`src/rtl/oka_pkg.sv`:
```
// Shared types and default widths for the sequential Karatsuba GF(2)[x] multiplier.
// The top and core take N as a parameter; these localparams describe the default N=5 build.
package oka_pkg;

  localparam int N_DEF = 5;
  localparam int OPW   = 2 * N_DEF;
  localparam int PW    = 2 * N_DEF - 1;
  localparam int YW    = 4 * N_DEF - 1;

  typedef enum logic [2:0] {
    IDLE  = 3'd0,
    S_LO  = 3'd1,
    S_HI  = 3'd2,
    S_MID = 3'd3,
    DONE  = 3'd4
  } state_t;

endpackage

```
`src/rtl/gf2_mul_core.sv`:
```
// Combinational N x N carry-less multiplier built from one Karatsuba level.
// The operands split into a ceil(N/2)-bit low half and a zero-extended high half.
module gf2_mul_core #(
  parameter int N = 5
) (
  input  logic [N-1:0]   a,
  input  logic [N-1:0]   b,
  output logic [2*N-2:0] y
);

  localparam int M = (N + 1) / 2;

  function automatic logic [2*M-2:0] clmul_m(input logic [M-1:0] x, input logic [M-1:0] z);
    logic [2*M-2:0] r;
    r = '0;
    for (int i = 0; i < M; i++) begin
      if (z[i]) r = r ^ ((2*M-1)'(x) << i);
    end
    return r;
  endfunction

  logic [M-1:0]   a_lo, a_hi, b_lo, b_hi;
  logic [2*M-2:0] p_lo, p_hi, p_mid;

  assign a_lo = a[M-1:0];
  assign b_lo = b[M-1:0];
  assign a_hi = M'(a[N-1:M]);
  assign b_hi = M'(b[N-1:M]);

  assign p_lo  = clmul_m(a_lo, b_lo);
  assign p_hi  = clmul_m(a_hi, b_hi);
  assign p_mid = clmul_m(a_lo ^ a_hi, b_lo ^ b_hi);

  // The true product has degree 2N-2, so every term fits once cast to 2N-1 bits.
  assign y = ((2*N-1)'(p_hi) << (2*M))
           ^ ((2*N-1)'(p_lo ^ p_hi ^ p_mid) << M)
           ^ (2*N-1)'(p_lo);

endmodule

```
`src/rtl/oka_seq_mul_ctrl.sv`:
```
// Sequential Karatsuba controller: one shared N-bit core computes P0, P1 and PM over
// three cycles, then the assembled (4N-1)-bit product is offered behind valid/ready.
module oka_seq_mul_ctrl
  import oka_pkg::*;
#(
  parameter int N = N_DEF
) (
  input  logic           clk,
  input  logic           rst,
  input  logic           in_valid,
  output logic           in_ready,
  input  logic [2*N-1:0] a,
  input  logic [2*N-1:0] b,
  output logic           out_valid,
  input  logic           out_ready,
  output logic [4*N-2:0] y,
  output logic           busy
);

  state_t         state;
  logic [2*N-1:0] op_a, op_b;
  logic [2*N-2:0] p0, p1;
  logic [N-1:0]   core_a, core_b;
  logic [2*N-2:0] core_y;
  logic [2*N-2:0] mid_term;
  logic [4*N-2:0] y_next;

  // Core operand mux: low halves, high halves, or the half-sums for PM.
  always_comb begin
    // NOTE: default assignment first so no path through the case infers a latch.
    core_a = op_a[N-1:0] ^ op_a[2*N-1:N];
    core_b = op_b[N-1:0] ^ op_b[2*N-1:N];
    case (state)
      S_LO: begin
        core_a = op_a[N-1:0];
        core_b = op_b[N-1:0];
      end
      S_HI: begin
        core_a = op_a[2*N-1:N];
        core_b = op_b[2*N-1:N];
      end
      default: ;
    endcase
  end

  gf2_mul_core #(.N(N)) u_core (
    .a (core_a),
    .b (core_b),
    .y (core_y)
  );

  // In S_MID the core output is PM.
  assign mid_term = p0 ^ p1 ^ core_y;
  assign y_next   = ((4*N-1)'(p1) << (2*N))
                  ^ ((4*N-1)'(mid_term) << N)
                  ^ (4*N-1)'(p0);

  // NOTE: non-blocking assignments so every register samples pre-edge values.
  always_ff @(posedge clk or posedge rst) begin
    if (rst) begin
      state     <= IDLE;
      in_ready  <= 1'b1;
      out_valid <= 1'b0;
      busy      <= 1'b0;
      y         <= '0;
      op_a      <= '0;
      op_b      <= '0;
      p0        <= '0;
      p1        <= '0;
    end else begin
      case (state)
        IDLE: begin
          if (in_valid) begin
            op_a     <= a;
            op_b     <= b;
            state    <= S_LO;
            in_ready <= 1'b0;
            busy     <= 1'b1;
          end
        end
        S_LO: begin
          p0    <= core_y;
          state <= S_HI;
        end
        S_HI: begin
          p1    <= core_y;
          state <= S_MID;
        end
        S_MID: begin
          y         <= y_next;
          out_valid <= 1'b1;
          state     <= DONE;
        end
        DONE: begin
          // No accept here even if out_ready is high: the next op starts from IDLE.
          if (out_ready) begin
            out_valid <= 1'b0;
            in_ready  <= 1'b1;
            busy      <= 1'b0;
            state     <= IDLE;
          end
        end
        default: begin
          state     <= IDLE;
          in_ready  <= 1'b1;
          out_valid <= 1'b0;
          busy      <= 1'b0;
        end
      endcase
    end
  end

endmodule

```
`config.mk`:
```
export PLATFORM = sky130hd
export DESIGN_NAME = oka_seq_mul_ctrl
export DESIGN_NICKNAME = d
export VERILOG_FILES = /design/src/rtl/oka_pkg.sv /design/src/rtl/gf2_mul_core.sv /design/src/rtl/oka_seq_mul_ctrl.sv
export SDC_FILE = /design/constraint.sdc
export NUM_CORES = 1
export LEC_CHECK = 0
export ABC_AREA = 1
export CAP_MARGIN = 20
export CELL_PAD_IN_SITES_DETAIL_PLACEMENT = 1
export CELL_PAD_IN_SITES_GLOBAL_PLACEMENT = 1
export CORE_MARGIN = 4
export CORE_UTILIZATION = 40
export DETAILED_ROUTE_END_ITERATION = 6
export PLACE_DENSITY_LB_ADDON = 0.1
export SETUP_SLACK_MARGIN = 0.1
export SYNTH_ARGS = -nofsm -noshare
export SYNTH_HDL_FRONTEND = slang
export SYNTH_HIERARCHICAL = 1
export SYNTH_SLANG_ARGS = --single-unit
```
`constraint.sdc`:
```
create_clock -name clk -period 4.5 [get_ports clk]
set_input_delay 0.9 -clock clk [delete_from_list [all_inputs] [get_ports clk]]
set_output_delay 0.9 -clock clk [all_outputs]
set_load 0.005 [all_outputs]
```
=== Word level (Yosys, flattened, before mapping) ===
Index checks and enable logic that the tools add are counted.
W data, S select, Z words.

* Logic and storage cells: 61
* Register bits: 63
* Input port bits: 24
* Output and inout bits: 22

* Bitwise operators: 19
* Reductions and logical operators: 7
* Equality and inequality tests: 6
* Muxes and demuxes: 20

{| class="wikitable"
|+ Operators by type and width
! cell !! count
|-
| $xor A5 B5 Y5 || 6
|-
| $xor A9 B9 Y9 || 3
|-
| $mux W5 || 5
|-
| $pmux W5 S2 || 2
|-
| $xor A19 B14 Y19 || 1
|-
| $xor A19 B9 Y19 || 1
|-
| $pmux W3 S5 || 1
|-
| $mux W3 || 4
|-
| $xor A5 B4 Y5 || 2
|-
| $pmux W1 S3 || 3
|-
| $xor A9 B5 Y9 || 1
|-
| $eq A3 B2 Y1 const B || 2
|-
| $reduce_and A2 Y1 || 3
|-
| $reduce_or A3 Y1 || 2
|-
| $xor A3 B2 Y3 || 2
|-
| $xor A5 B3 Y5 || 1
|-
| $mux W1 || 4
|-
| $ne A2 B2 Y1 const B || 2
|-
| $eq A3 B1 Y1 const B || 1
|-
| $eq A3 B3 Y1 const B || 1
|-
| $logic_not A3 Y1 || 1
|-
| $reduce_and A3 Y1 || 1
|-
| $mux W2 || 1
|-
| $not A1 Y1 || 2
|}

=== Depth between registers and ports, before layout ===
* Word-level depth: 14
* Gate-level depth with buffers: 24
* Mapped depth without buffers: 22

=== Cells and area by module ===
Netlist, hierarchy kept.

{| class="wikitable"
|+ By module, submodules not included
! module !! instances !! area each (um2) !! sequential area each (um2) !! cells each
|-
| oka_seq_mul_ctrl || 1 || 3250.6 || 1577.8 || 445
|-
| gf2_mul_core || 1 || 590.6 || 0.0 || 136
|}

=== Least setup slack after synthesis ===
Ideal clock, no wire load.

* Path type: register -> register
* Start point: register state[0]
* End point: register y[11]
* Arrival time: 2.120 ns
* Path buffers: 2
* Period minus slack after synthesis: 2.237 ns
* Cell stages (with the launch flop): 20
* Required time: 4.383 ns
* Slack: 2.263 ns
* Library setup time: 0.117 ns
* Path through: dfrtp_1 -> nor2_1 -> nand2_1 -> buf_2 -> inv_2 -> nand2_1 -> nand3_1 -> buf_4 -> nand2_2 -> xnor2_2 -> xnor2_1 -> clkinv_1 -> nand2_1 -> nand2_1 -> nand2_1 -> inv_1 -> nor2_1 -> nand2_1 -> nand3_1 -> nand2_1

* Elaborated cells on any way between the ends: 25
* Classes of those cells: eq/ne: 3; mux: 8; bitwise: 14

{| class="wikitable"
|+ RTL lines
! item !! RTL line !! source
|-
| from (decl) || oka_seq_mul_ctrl.sv:20 || <nowiki>state_t state;</nowiki>
|-
| from (signal assigned) || oka_seq_mul_ctrl.sv:61 || <nowiki>state <= IDLE;</nowiki>
|-
| from (signal assigned) || oka_seq_mul_ctrl.sv:76 || <nowiki>state <= S_LO;</nowiki>
|-
| from (signal assigned) || oka_seq_mul_ctrl.sv:83 || <nowiki>state <= S_HI;</nowiki>
|-
| $eq A3 B2 Y1 or $eq A3 B1 Y1 (tied branches) || oka_seq_mul_ctrl.sv:33 || <nowiki>case (state)</nowiki>
|-
| $pmux W5 S2 (*) || oka_seq_mul_ctrl.sv:33 ||
|-
| via core_b[1] || oka_seq_mul_ctrl.sv:23 || <nowiki>logic [N-1:0] core_a, core_b;</nowiki>
|-
| $mux W5 or $xor A3 B2 Y3 (tied branches) || gf2_mul_core.sv:17, gf2_mul_core.sv:32 ||
|-
| $xor A5 B5 Y5 or $mux W5 (tied branches) || gf2_mul_core.sv:17 || <nowiki>if (z[i]) r = r ^ ((2*M-1)'(x) << i);</nowiki>
|-
| $mux W5 or $xor A5 B5 Y5 (tied branches) || gf2_mul_core.sv:17 ||
|-
| $xor A5 B5 Y5 or $mux W5 (tied branches) || gf2_mul_core.sv:36, gf2_mul_core.sv:17 ||
|-
| $xor A5 B5 Y5 (*) || gf2_mul_core.sv:36 || <nowiki>^ ((2*N-1)'(p_lo ^ p_hi ^ p_mid) << M)</nowiki>
|-
| $xor A9 B9 Y9 (*) || gf2_mul_core.sv:36 ||
|-
| $xor A9 B5 Y9 (*) || gf2_mul_core.sv:37 || <nowiki>^ (2*N-1)'(p_lo);</nowiki>
|-
| via core_y[6] || oka_seq_mul_ctrl.sv:24 || <nowiki>logic [2*N-2:0] core_y;</nowiki>
|-
| $xor A9 B9 Y9 (*) || oka_seq_mul_ctrl.sv:53 || <nowiki>assign mid_term = p0 ^ p1 ^ core_y;</nowiki>
|-
| $xor A19 B14 Y19 (*) || oka_seq_mul_ctrl.sv:55 || <nowiki>^ ((4*N-1)'(mid_term) << N)</nowiki>
|-
| $xor A19 B9 Y19 (*) || oka_seq_mul_ctrl.sv:56 || <nowiki>^ (4*N-1)'(p0);</nowiki>
|-
| to (signal assigned) || oka_seq_mul_ctrl.sv:90 || <nowiki>y <= y_next;</nowiki>
|-
| to (decl) || oka_seq_mul_ctrl.sv:16 || <nowiki>output logic [4*N-2:0] y,</nowiki>
|}

The timed path passes the listed nets; every way through them passes the cells marked *.
A chain may end at the register's enable or synchronous reset.

=== Worst setup path after layout ===
* Start point: register state[1]
* End point: register y[9]

* Elaborated cells on any way between the ends: 27
* Classes of those cells: eq/ne: 3; mux: 10; bitwise: 14

{| class="wikitable"
|+ RTL lines
! item !! RTL line
|-
| $eq A3 B2 Y1 or $eq A3 B1 Y1 (tied branches) || oka_seq_mul_ctrl.sv:33
|-
| $pmux W5 S2 (*) || oka_seq_mul_ctrl.sv:33
|-
| via core_b[1] || oka_seq_mul_ctrl.sv:23
|-
| $mux W5 or $xor A3 B2 Y3 (tied branches) || gf2_mul_core.sv:17, gf2_mul_core.sv:32
|-
| $xor A5 B5 Y5 or $mux W5 (tied branches) || gf2_mul_core.sv:17
|-
| $mux W5 or $xor A5 B5 Y5 (tied branches) || gf2_mul_core.sv:17
|-
| $xor A5 B5 Y5 or $mux W5 (tied branches) || gf2_mul_core.sv:36, gf2_mul_core.sv:17
|-
| $xor A5 B5 Y5 || gf2_mul_core.sv:36
|-
| $xor A9 B9 Y9 || gf2_mul_core.sv:36
|-
| $xor A9 B5 Y9 (*) || gf2_mul_core.sv:37
|-
| via core_y[4] || oka_seq_mul_ctrl.sv:24
|-
| $xor A9 B9 Y9 (*) || oka_seq_mul_ctrl.sv:53
|-
| $xor A19 B14 Y19 (*) || oka_seq_mul_ctrl.sv:55
|-
| $xor A19 B9 Y19 (*) || oka_seq_mul_ctrl.sv:56
|}

Marked as above.

==> metrics.csv <==
stage,metric,value,unit
sta,min_period,3.403,ns
grt,grt_pass1_wl,17.14,mm
grt,grt_max_degree,42,
synth,ys_ff_latch,63,
sta,fmax,293.9,MHz
floorplan,die_y,106.0,um
synth,synthFlopType,dfrtp_1,
critical_path,cp.arrival,3.63,ns
placement,pre_cts_ws,1.102,ns
layout,area_growth,19.32,%
clock_tree,cts.sinks,63,
critical_path,cp_data_required_time,4.73,ns
status,run_status,completed,
synth,synthCells,581,
critical_path,cp-end-kind,flop,
synth,yosysWarnings,6,
layout,stdcell_count,757,
placement,post-place-cells,741,
critical_path,cpPeakStageDelay,0.59,ns
placement,dp_hpwl,7.176,mm
floorplan,die_w,106.0,um
grt,antenna_found_initial,0,
layout,n_antenna_cell,0,
sta,setup_viol,0,
clock_tree,post-cts-setup-buffers,0,
detailed_routing,num_vias,3611,
critical_path,r2r_cells,19,
critical_path,r2r_slack,1.10,ns
clock_tree,clkLatencyLatePin,0.34,ns
layout,final_layout_size_suffix_gt1_share,7.962,%
detailed_routing,via_per_inst,4.770,
layout,multiInputGateArea,1847,um2
worst_hold_path,worstHoldStart,in_ready,
detailed_routing,drt_iter0_markers,89,
detailed_routing,drt-total-wl,9.352,mm
detailed_routing,antenna_left,0,
critical_path,cp-start-kind,flop,
clock_tree,postCtsResizedCells,0,
floorplan,die_area,11230,um2
floorplan,core,9284,um2
critical_path,slowest_stage,nand3_1,
floorplan,io_pins,46,
layout,fill_cells,1255,
sta,post-route-period-util,75.62,%
clock_tree,cts_root_buffer,clkbuf_8,
flow_run,maxCapViolCount,0,
critical_path,r2r_start,state[1],
clock_tree,ctsLongestPathBuffers,2,
sta,final-hold-violation-count,0,
layout,utilization,49.37,%
synth,syn_avg_cell_area,6.611,um2
clock_tree,cts_tree,done,
detailed_routing,wire_per_inst,12.35,um
sta,finClkSkew,0.01856,ns
critical_path,crit_type,reg2reg,
clock_tree,cts-buffers-inserted,9,
placement,port_buffers,45,
sta,final.setup.tns,0,ns
sta,fin_ws,1.097,ns
grt,grt_pass1_vias,3800,
detailed_routing,firstDrtPassIters,4,
detailed_routing,drc,0,
placement,gp_congestion,0.8184,
layout,final_nets,647,
grt,grt_usage,18.46,%
sta,slew_headroom,31.33,%
grt,grt.overflow.total,0,
floorplan,start_util,41.37,%
critical_path,cpMostUsedCell,nand2_1,
clock_tree,ctsHoldBuffers,0,
layout,ff_latch_area,1578,um2
critical_path,cp_max_fo,21,
synth,syn_area,3841,um2
worst_hold_path,hold_depth,2,
worst_hold_path,hold_class,reg2reg,
critical_path,rr_endpoint,y[9],
critical_path,path_cells,inv_2 > nand3_1 > clkinv_1 > nand2_1 > nand3_1 > nand2_2 > nor2_1 > nor2_2 > nand2_1 > nand2_1 > nand2_1 > nand2_1 > nand2_1 > nand2_1 > inv_1 > nand2_1 > nand3_1 > nand3_1 > nand2_1,
floorplan,row_count,35,
synth,async_flop_share,100.0,%
worst_hold_path,hold_path_end,in_ready,
synth,synth_edf_count,0,
clock_tree,clkTransAtPathRegs,0.07,ns
layout,final_cell_mix,"nand2_1, inv_1, dfrtp_1",
clock_tree,h-tree-depth,3,
layout,final_common_cell,nand2_1,
synth,yosysUniqueCellTypes,23,
sta,finalMaxSlewViolations,0,
sta,rsz0062_at_grt,false,
synth,synth_nets,605,
sta,max_slew.worst_pin.slew,1.028,ns
synth,ys_seq_area_share,41.07,%
## final cells by class
| cell class | count | share of cell area [%] |
|---|---|---|
| Clock buffer | 13 | 3.249 |
| Clock inverter | 3 | 1.474 |
| Sequential cell | 63 | 34.43 |
| Tap cell | 129 | 3.522 |
| Timing Repair Buffer | 48 | 10.32 |
| Multi-Input combinational cell | 419 | 40.29 |
| Inverter | 82 | 6.716 |
## how the worst max path moves through the flow
stage,from,to,slack (ns),cells past startpoint
5_1_grt,state[1],y[9],0.52,19
3_5_place_dp,state[1],y[9],1.10,19
6_report,state[1],y[9],1.10,19
4_1_cts,state[1],y[9],1.04,19
2_1_floorplan,rst,busy,2.03,1
3_3_place_gp,state[0],y[9],1.22,20
## metrics by stage
stage / hold WS, ns / area (um2)
3_5_place_dp: 0.4589 / 4367
5_1_grt: 0.4996 / 4583
4_1_cts: 0.4707 / 4583
6_report: 0.4685 / 4583
3_3_place_gp: 0.4557 / 4367
2_1_floorplan: 0.4523 / 3841
## Yosys cell counts (3+ instances only)
master / count / area, um2
dfrtp_1: 62 / 1551
o21ai_0: 39 / 195.2
buf_2: 6 / 30.03
nand3_1: 42 / 210.2
nand2_2: 6 / 37.54
clkbuf_1: 4 / 15.01
inv_1: 69 / 259.0
buf_6: 3 / 33.78
nand2_1: 274 / 1028
inv_2: 11 / 41.29
xor2_1: 12 / 105.1
nor2_2: 3 / 18.77
buf_4: 4 / 30.03
nor2_1: 26 / 97.59
o21ai_2: 10 / 87.58
## metal layers
metal | GRT usage (%) | vias to the layer above | routed length (um)
met5 | 0 | - | 0
met4 | 6.290 | 0 | 156
met3 | 2.975 | 15 | 291
met2 | 33.56 | 51 | 4747
met1 | 22.06 | 1706 | 4156
li1 | - | 1839 | -
## worst max-delay path, delay by kind of cell (launching register included)
family                 cells  cell delay (ns)
and+or+nand+nor           16             2.20
buffers and inverters      3             0.64
DFF                        1             0.45
## state kept, by name (all words and copies together) (netlist names)
register   flops
busy           1
in_ready       1
op_a          10
op_b          10
out_valid      1
p0             9
p1             9
state          3
y             19
## kinds of logic after synthesis
logic type,synth area share (%)
flip-flops,41.08
AND/OR/NAND/NOR,36.91
XOR/XNOR,3.616
AO/OA/AOI/OAI,7.557
buffers and inverters,10.85
Power is not shown: default switching activity piles up to over one toggle a cycle in this logic, so the estimate is an artifact.
